**config.mk**
```make
export PLATFORM = sky130hd
export DESIGN_NAME = dm_cache_ctrl
export DESIGN_NICKNAME = d
export VERILOG_FILES = /design/src/rtl/dm_cache_ctrl.sv
export SDC_FILE = /design/constraint.sdc
export NUM_CORES = 1
export LEC_CHECK = 0
export BUFFER_PORTS_ARGS = -buffer_cell sky130_fd_sc_hd__buf_2
export CELL_PAD_IN_SITES_DETAIL_PLACEMENT = 1
export CELL_PAD_IN_SITES_GLOBAL_PLACEMENT = 2
export CORE_ASPECT_RATIO = 1.4
export CORE_MARGIN = 2
export CORE_UTILIZATION = 38
export CTS_CLUSTER_DIAMETER = 200
export CTS_CLUSTER_SIZE = 40
export DETAILED_ROUTE_END_ITERATION = 10
export PLACE_DENSITY_LB_ADDON = 0.1
export SLEW_MARGIN = 10
export SYNTH_ARGS = -nofsm -noshare
export SYNTH_HDL_FRONTEND = slang
export SYNTH_SLANG_ARGS = --single-unit
```
**constraint.sdc**
```tcl
create_clock -name clk -period 3.56 [get_ports clk]
set_input_delay 0.356 -clock clk [delete_from_list [all_inputs] [get_ports clk]]
set_output_delay 0.356 -clock clk [all_outputs]
set_load 0.02 [all_outputs]
```
**src/rtl/dm_cache_ctrl.sv**
```systemverilog
// Direct-mapped, write-through, no-write-allocate cache between a 10-bit CPU word port
// and a two-word (20-bit) RAM block port using a mem_req/mem_ready handshake.
module dm_cache_ctrl #(
    parameter int LINES = 8
) (
    input  logic        clk,
    input  logic        rst,
    input  logic        cpu_req,
    input  logic        cpu_we,
    input  logic [9:0]  cpu_addr,
    input  logic [9:0]  cpu_wdata,
    output logic        cpu_ready,
    output logic        cpu_done,
    output logic [9:0]  cpu_rdata,
    output logic        mem_req,
    output logic        mem_we,
    output logic [9:0]  mem_addr,
    output logic [19:0] mem_wdata,
    input  logic [19:0] mem_rdata,
    input  logic        mem_ready,
    output logic [15:0] hit_count,
    output logic [15:0] miss_count
);
    localparam int IDX_W = $clog2(LINES);
    localparam int TAG_W = 9 - IDX_W;

    typedef enum logic [2:0] {IDLE, COMPARE, MEM_REQ, MEM_WAIT, MEM_DONE} state_t;

    state_t             state_reg;
    logic               we_reg;
    logic [9:0]         addr_reg;
    logic [9:0]         wdata_reg;
    logic               cpu_done_reg;
    logic [9:0]         cpu_rdata_reg;
    logic               mem_we_reg;
    logic [9:0]         mem_addr_reg;
    logic [19:0]        mem_wdata_reg;
    logic [15:0]        hit_count_reg;
    logic [15:0]        miss_count_reg;

    logic [19:0]        data_mem [LINES];
    logic [TAG_W-1:0]   tag_mem [LINES];
    logic               valid_reg [LINES];
    logic [19:0]        line_data_reg;
    logic [TAG_W-1:0]   line_tag_reg;

    logic [IDX_W-1:0]   idx;
    logic [TAG_W-1:0]   tag;
    logic               offset;
    logic               hit;
    logic               line_we;
    logic               fill_en;
    logic [19:0]        line_wdata;

    assign idx    = addr_reg[IDX_W:1];
    assign tag    = addr_reg[9:IDX_W+1];
    assign offset = addr_reg[0];
    assign hit    = valid_reg[idx] && (line_tag_reg == tag);

    // Line writes: a write hit merges one half in COMPARE, a read miss fills in MEM_DONE.
    always_comb begin
        line_we    = 1'b0;
        fill_en    = 1'b0;
        line_wdata = line_data_reg;
        if (!rst && state_reg == COMPARE && we_reg && hit) begin
            line_we = 1'b1;
            if (offset)
                line_wdata[19:10] = wdata_reg;
            else
                line_wdata[9:0] = wdata_reg;
        end
        if (!rst && state_reg == MEM_DONE && mem_ready && !we_reg) begin
            line_we    = 1'b1;
            fill_en    = 1'b1;
            line_wdata = mem_rdata;
        end
    end

    // Data and tag arrays with registered read, fetched as the request is accepted.
    always_ff @(posedge clk) begin
        if (line_we) begin
            data_mem[idx] <= line_wdata;
            tag_mem[idx]  <= tag;
        end
        if (state_reg == IDLE && cpu_req) begin
            line_data_reg <= data_mem[cpu_addr[IDX_W:1]];
            line_tag_reg  <= tag_mem[cpu_addr[IDX_W:1]];
        end
    end

    generate
        for (genvar gi = 0; gi < LINES; gi++) begin : g_valid
            always_ff @(posedge clk) begin
                if (rst)
                    valid_reg[gi] <= 1'b0;
                else if (fill_en && idx == IDX_W'(gi))
                    valid_reg[gi] <= 1'b1;
            end
        end
    endgenerate

    always_ff @(posedge clk) begin
        if (rst) begin
            state_reg      <= IDLE;
            we_reg         <= 1'b0;
            addr_reg       <= '0;
            wdata_reg      <= '0;
            cpu_done_reg   <= 1'b0;
            cpu_rdata_reg  <= '0;
            mem_we_reg     <= 1'b0;
            mem_addr_reg   <= '0;
            mem_wdata_reg  <= '0;
            hit_count_reg  <= '0;
            miss_count_reg <= '0;
        end else begin
            cpu_done_reg <= 1'b0;
            case (state_reg)
                IDLE: begin
                    if (cpu_req) begin
                        we_reg    <= cpu_we;
                        addr_reg  <= cpu_addr;
                        wdata_reg <= cpu_wdata;
                        state_reg <= COMPARE;
                    end
                end
                COMPARE: begin
                    if (hit && !we_reg) begin
                        cpu_rdata_reg <= offset ? line_data_reg[19:10] : line_data_reg[9:0];
                        cpu_done_reg  <= 1'b1;
                        if (hit_count_reg != 16'hFFFF)
                            hit_count_reg <= hit_count_reg + 16'd1;
                        state_reg <= IDLE;
                    end else begin
                        if (hit) begin
                            if (hit_count_reg != 16'hFFFF)
                                hit_count_reg <= hit_count_reg + 16'd1;
                        end else if (miss_count_reg != 16'hFFFF) begin
                            miss_count_reg <= miss_count_reg + 16'd1;
                        end
                        // RAM sees address/data combinationally, so these hold until MEM_DONE exits.
                        mem_we_reg    <= we_reg;
                        mem_addr_reg  <= addr_reg;
                        mem_wdata_reg <= {wdata_reg, wdata_reg};
                        state_reg     <= MEM_REQ;
                    end
                end
                MEM_REQ: begin
                    if (mem_ready)
                        state_reg <= MEM_WAIT;
                end
                MEM_WAIT: begin
                    if (!mem_ready)
                        state_reg <= MEM_DONE;
                end
                MEM_DONE: begin
                    if (mem_ready) begin
                        if (!we_reg)
                            cpu_rdata_reg <= mem_addr_reg[0] ? mem_rdata[19:10] : mem_rdata[9:0];
                        cpu_done_reg <= 1'b1;
                        mem_we_reg   <= 1'b0;
                        state_reg    <= IDLE;
                    end
                end
                default: state_reg <= IDLE;
            endcase
        end
    end

    assign cpu_ready  = (state_reg == IDLE);
    assign cpu_done   = cpu_done_reg;
    assign cpu_rdata  = cpu_rdata_reg;
    assign mem_req    = (state_reg == MEM_REQ) && mem_ready;
    assign mem_we     = mem_we_reg;
    assign mem_addr   = mem_addr_reg;
    assign mem_wdata  = mem_wdata_reg;
    assign hit_count  = hit_count_reg;
    assign miss_count = miss_count_reg;
endmodule

```
==> impl_summary.md, run 1 <==
Timing
The worst slew margin relative to its limit is 0.2853. Hold timing on the final database bottoms out at a slack of 35.44 ps. The final setup TNS is 0 ps. Dividing the final minimum period by the clock period gives 0.8308. The actual transition at the worst max-transition pin is 1071 ps. The number of endpoints with negative hold slack in the final report is 0. After layout, the minimum clock period comes to 2958 ps.

The number of pins with negative max-slew slack in the final report is 0. The final setup violation count is 0. For this run, the top clock speed supported by timing is 338.1 MHz. Setup repair after global routing left no endpoint under its margin.

The clock arrives with 51.85 ps of skew. In the post-route analysis, the smallest setup slack over all paths is 602.4 ps.

Final layout
After the flow finishes, the layout carries non-filler instances totaling 1529. Once layout is done, the placed cells without fillers occupy 15410 µm². Leaving out fill and tap cells, the most frequent cell in the layout is edfxtp_1. At the end of the flow the core is filled with cells to 0.4292. The register with the most flip-flops in the layout has 160 of them. At the end of the flow, the number of nets in the layout was 1108. Of the cells placed in the final design, the portion with a size suffix greater than 1 is 0.2484.

The library cells used most frequently in the layout, excluding fill and tap cells, are edfxtp_1 (241), buf_2 (117), dfxtp_1 (92), nand2_1 (82), a21oi_1 (66). The number of antenna diodes is 0. The growth of design area from synthesis to finish is 11.33%.

Yosys
The async set-reset flop share out of synthesis is 0. The netlist area before placement is 13840 µm². Yosys mapped a number of flops with a built-in enable equal to 241.

The synthesized netlist contains 46 unique library cells. The sequential cell area fraction in the yosys report is 0.6559. By area the synthesized netlist is led by edfxtp_1 (52%), dfxtp_1 (13%), mux4_2 (8.8%).

The number of nets produced by synthesis is 1015. In the synthesized netlist the dominant register cell turns out to be edfxtp_1. The total number of yosys warnings is 0. The flip-flop and latch count after synthesis is 333. The number of instances in the synthesized netlist is 968. The area fraction of the dominant cell type after synthesis is 0.5228. In this run the mean area of a mapped cell was 14.30 µm².

The cell type with the largest total area after synthesis is edfxtp_1.

Route
The post-route antenna net violation count is 0. The routed wire length per instance is 23.83 µm. Wires add up to 36440 µm.

In the routed design, unresolved DRC markers number 0. The initial DRC count is 476. The first detailed-routing pass took 4 iterations. The post-detailed-route via-to-cell ratio is 5.489. The via count of the routed design is 8393.

Critical path
The worst setup path is of the reg -> reg kind. The worst endpoint data arrival time is 3100 ps. STA puts the critical path data required time at 3700 ps. The largest fanout on the critical path is 26.

On the worst path, the slowest cell contributes a delay of 620 ps. The worst setup path is captured at a flip-flop. The setup check on the worst reg-to-reg path leaves a slack of 600 ps. The worst setup path is launched from a flip-flop.

The slowest stage of the critical path belongs to the cell nor4_4. Traced cell by cell, the critical path runs through xor2_1 > nor4_4 > and3_1 > a21oi_1 > buf_4 > nor3_2 > buf_4. The cell repeated most along the worst path is buf_4.

Global routing
The first global-routing pass estimated 55320 µm of wire. Global routing finished with a remaining overflow of 0. The via count of the first global-routing pass is 8694. Across every metal layer, demand over resource in global routing totals 0.1926. The initial antenna violation count is 0. Entering global routing, the biggest net connects 56 pins.

Power
Across the VDD grid, the largest voltage drop is 542.1 µV. The total power consumption of the routed design is 6.785 mW. Power spread over the standard cell area amounts to 440.3 nW/µm². The analysis attributes to cell leakage a power of 5.239 nW.

Status
The run finished with clean final reports.

Die
The standard-cell row count is 82. The vertical die dimension is 229.8 µm. The total area inside the core boundary comes to 35910 µm². The die outline area is 37990 µm². The top-level port count is 121. For this configuration, the core starts out at a cell density of 0.3855.

The width of the chip is 165.3 µm.

Clock tree
The number of hold buffers added after CTS was 0. TritonCTS built the clock tree. The number of setup buffers added after CTS is 0. The clock edge transition at the registers on the reported setup and hold paths is 160 ps.

In this run the number of H-tree levels came out at 1. The TritonCTS sink count is 333. The number of gates resized after CTS was 0. The clock passes through at most 3 buffers. The tree is rooted in a clkbuf_16. For the worst-skew pair, the clock arrives at the later sink with an insertion delay of 540 ps. Clock tree synthesis inserted a total of 12 buffers.

Flow run
The tool flagged a number of max-cap violations equal to 0.

Hold path
The tightest min-delay check is of the in -> reg type.

Placed design
The placement-stage cell area is 15030 µm². The post-placement worst setup slack is 545.8 ps. The HPWL after detailed placement is 23730 µm. The port buffer count is 120.

The placed instance count is 1509. The congestion estimate from routability-driven global placement came to 0.7217.
-- layer usage --
metal  part of all wire  GRT usage  routed length [µm]  vias up
met2               0.51     0.3413               18510      154
met5                  0          0                   0        -
met4              0.015    0.03664                 551        0
met1               0.44     0.2579               16140     4330
li1                   -          -                   -     3879
met3              0.034    0.01822                1238       30
-- power breakdown --
| part | switching [mW] | total (mW) | leakage, nW | internal, mW |
|---|---|---|---|---|
| logic | 0.350 | 0.562 | 2.12 | 0.213 |
| clock network | 1.19 | 1.89 | 0.179 | 0.707 |
| registers | 0.0778 | 4.33 | 2.94 | 4.25 |
| total | 1.61 | 6.79 | 5.24 | 5.17 |
-- cell type report --
cell class	instances	area (µm²)
clock buffers	19	347.8
clock inverters	1	30.03
fillers	3659	20500
inverters	7	26.28
multi-input cells	556	4472
flip-flops and latches	333	9079
well taps	462	578.1
repair buffers	151	878.3
-- synthesized netlist by cell type (4+ instances only) --
cell type / instances
mux2_1: 4
a211oi_1: 11
mux2_2: 28
mux4_2: 54
nor2b_1: 16
buf_4: 12
xor2_1: 6
nand3b_1: 5
nand2_1: 82
dfxtp_1: 92
o21a_1: 5
o31ai_1: 8
and3_1: 10
edfxtp_1: 241
inv_1: 7
clkbuf_1: 43
nor3_1: 17
mux2i_1: 52
or3_1: 13
buf_2: 11
or4_1: 9
and4_1: 6
a21oi_1: 66
nor4_1: 4
buf_1: 6
nor2_1: 46
o211ai_1: 21
o21ai_0: 40
nand3_1: 14
nand4_1: 13
-- kinds of logic (layout without fill, tap and decap cells) --
group,count (synthesis),after routing,synth area share
AO/OA/AOI/OAI,158,158,0.06662
adder cells (fa/ha/maj),2,2,0.001808
buffers and inverters,79,178,0.02567
flip-flops,333,333,0.6559
AND/OR/NAND/NOR,251,251,0.09365
XOR/XNOR,6,6,0.003796
multiplexers,139,139,0.1526
-- critical path, delay by kind of cell (launching register included) --
| kind | cells | cell delay [ps] |
|---|---|---|
| flip-flops | 1 | 550 |
| AND/OR/NAND/NOR | 3 | 1090 |
| AO/OA/AOI/OAI | 1 | 100 |
| XOR/XNOR | 1 | 160 |
| buffers and inverters | 2 | 650 |
-- worst paths after layout --
check / start / endpoint / cells after the start
min reg2reg: valid_reg[4] / valid_reg[4] / 2
max: addr_reg[6] / data_mem[7][16] / 7
max reg2reg: addr_reg[6] / data_mem[7][16] / 7
min: cpu_wdata[9] / wdata_reg[9] / 3
Power figures use the tool's default switching activity.
==> run 2, diff against run 1 <==
- clock period: 3.56 -> 2.7 ns (I/O delays scaled with it)
==> run 2 against run 1 <==
Against the previous run: via count rose by 1.2%; global-route usage fell by 0.57 points; sequential power rose by 31%; design area is 3.2% higher; critical path depth is 1 lower; setup slack worse by 440 ps; clock power increased by 28%; power rose by 31%; clock-buffer cell count shrank 1; core utilization rose by 1.4 points; sequential share of layout area is 1.8 points lower; non-clock buffer count is 35 higher.
==> impl_summary.md, run 2 (synthesis gave the netlist of run 1 again) <==
Timing
The worst hold slack is 21.54 ps. For the pin with the worst max-slew slack, the measured transition is 816.2 ps. Timing would allow up to 394.2 MHz. The final setup violation count is 0. The clock arrives with 50.78 ps of skew.

The worst slew margin relative to its limit is 0.4559. The part of the cycle the worst path needs is 0.9395. The number of pins with negative max-slew slack in the final report came to 0. The post-layout minimum cycle time is 2537 ps. The number of endpoints with negative hold slack in the final report is 0. Setup repair after global routing left no endpoint under its margin.

Die
121 I/O pins were placed. The width of the chip is 165.3 µm. Row generation in the floorplan step produced 82 rows. The total area inside the core boundary comes to 35910 µm². The initial core utilization is 0.3855. The die covers 37990 µm². Measured along the y axis, the die boundary spans 229.8 µm.

Clock tree
The total clock buffers created by CTS is 12. The number of setup buffers added after CTS is 0. At the later pin of the worst-skew pair, clock insertion delay measures 540 ps. TritonCTS built the clock tree. CTS placed an instance of clkbuf_16 at the clock tree root. Counting every sink on the clock net gives 333. No sink is reached through more buffers than the 3 on the longest clock path.

The clock edge transition at the registers on the reported setup and hold paths is 150 ps. In this run the number of H-tree levels came out at 1.

Route
The routed design has 35520 µm of wire. After detailed routing, the number of remaining DRC violations is 0. The initial DRC count is 447. The routed wire length per instance is 22.71 µm. The via count of the routed design is 8497. Before antenna repair, the detailed router went through 4 iterations. The post-route antenna net violation count is 0.

The post-detailed-route via-to-cell ratio is 5.433.

Final layout
At the end of the flow the core is filled with cells to 0.4429. After the last flow step, the layout net total stands at 1143. Of the cells placed in the final design, the portion with a size suffix greater than 1 is 0.2595. The top cell types in the final layout, fill and taps aside, are edfxtp_1 (241), buf_2 (118), dfxtp_1 (92), nand2_1 (82), a21oi_1 (65). The number of antenna diodes is 0.

Leaving out fill and tap cells, the most frequent cell in the layout is edfxtp_1. The number of flip-flops under the largest register name is 160. The growth of design area from synthesis to finish is 14.89%.

Placed design
The port buffer count is 120. The congestion estimate from routability-driven global placement came to 0.7304. After legalization and detailed placement, the total HPWL measured 22800 µm.

Hold path
The worst hold path belongs to the class in -> reg.

Status
The flow ran to the end, and the final reports show no timing, DRC or antenna violations.

Global routing
The total routing resource utilization after global routing is 0.1870. The via count of the first global-routing pass is 8684. The first-pass GRT wire length is 53880 µm. The initial antenna violation count is 0. After global routing the overflow that remains totals 0. Entering global routing, the biggest net connects 73 pins.

Critical path
Data arrives at the worst endpoint at 2780 ps. In this run the register-to-register setup slack is 160 ps. The largest fanout on the critical path is 26. STA puts the critical path data required time at 2940 ps. The worst setup path is captured at a flip-flop. The category of the critical setup timing path is reg -> reg. The startpoint type of the worst setup path is a flip-flop.

Power
Across the VDD grid, the largest voltage drop is 575.8 µV. The static leakage is 5.501 nW. The ratio of total power to cell area is 561.0 nW/µm². After layout, the design draws a total of 8.922 mW.

Flow run
The tool flagged a number of max-cap violations equal to 0.
run 2: changes by cell type in the layout (fill, tap and decap cells not counted), moves of 7 or more:
cell	delta
buf_12	+11
buf_4	+7
dlygate4sd3_1	+16
nor3_2	-8
nor3_4	+8
o21ai_0	-20
o21ai_1	+20
run 2: path summary, 6_finish.rpt:
kind               start               to  cells past startpoint
max            flip-flop  data_mem[3][16]                      6
min          cpu_addr[4]      addr_reg[4]                      3
max reg2reg    flip-flop  data_mem[3][16]                      6
min reg2reg       mem_we           mem_we                      2
run 2: routing by layer:
layer	vias to the layer above	GRT usage	wire, µm
met4	0	0.03044	446
li1	3961	-	-
met5	-	0	0
met3	21	0.01533	1356
met2	157	0.3275	17800
met1	4358	0.2577	15920
run 2: report_power, final:
| group | switching [mW] | internal (mW) |
|---|---|---|
| combinational | 0.497 | 0.323 |
| clock | 1.54 | 0.882 |
| sequential | 0.0732 | 5.60 |
run 2: what timing repair did:
action | CTS | global route
resized for setup | 7 | 15
hold buffers | 16 | 0
endpoints found under the hold margin | 16 | 0
setup endpoints to repair | 250 | 113
run 2: stage by stage:
stage               cells  area (µm²)  worst slack [ps]  TNS (ps)
global placement     1528       15360            -40.90     -6446
global route         1564       15900             7.807         0
finish               1564       15900             163.5         0
detailed placement   1528       15360            -48.81     -7034
CTS                  1564       15900             7.446         0
floorplan             968       13880            -358.7    -73430
run 2: critical path, stage by stage, from the launching register on:
cell and delay (ps):
dfxtp_1 400, mux4_2 500, mux2_4 300, and3_1 200
a21oi_4 540, nor3_4 100, buf_12 200
run 2: cell type report:
type,instances,area (µm²)
fill,3745,20010
tap,462,578.1
clock buffer,18,322.8
inverter,7,26.28
clock inverter,2,46.29
sequential,333,9079
timing repair buffer,186,1316
multi-input combinational,556,4534
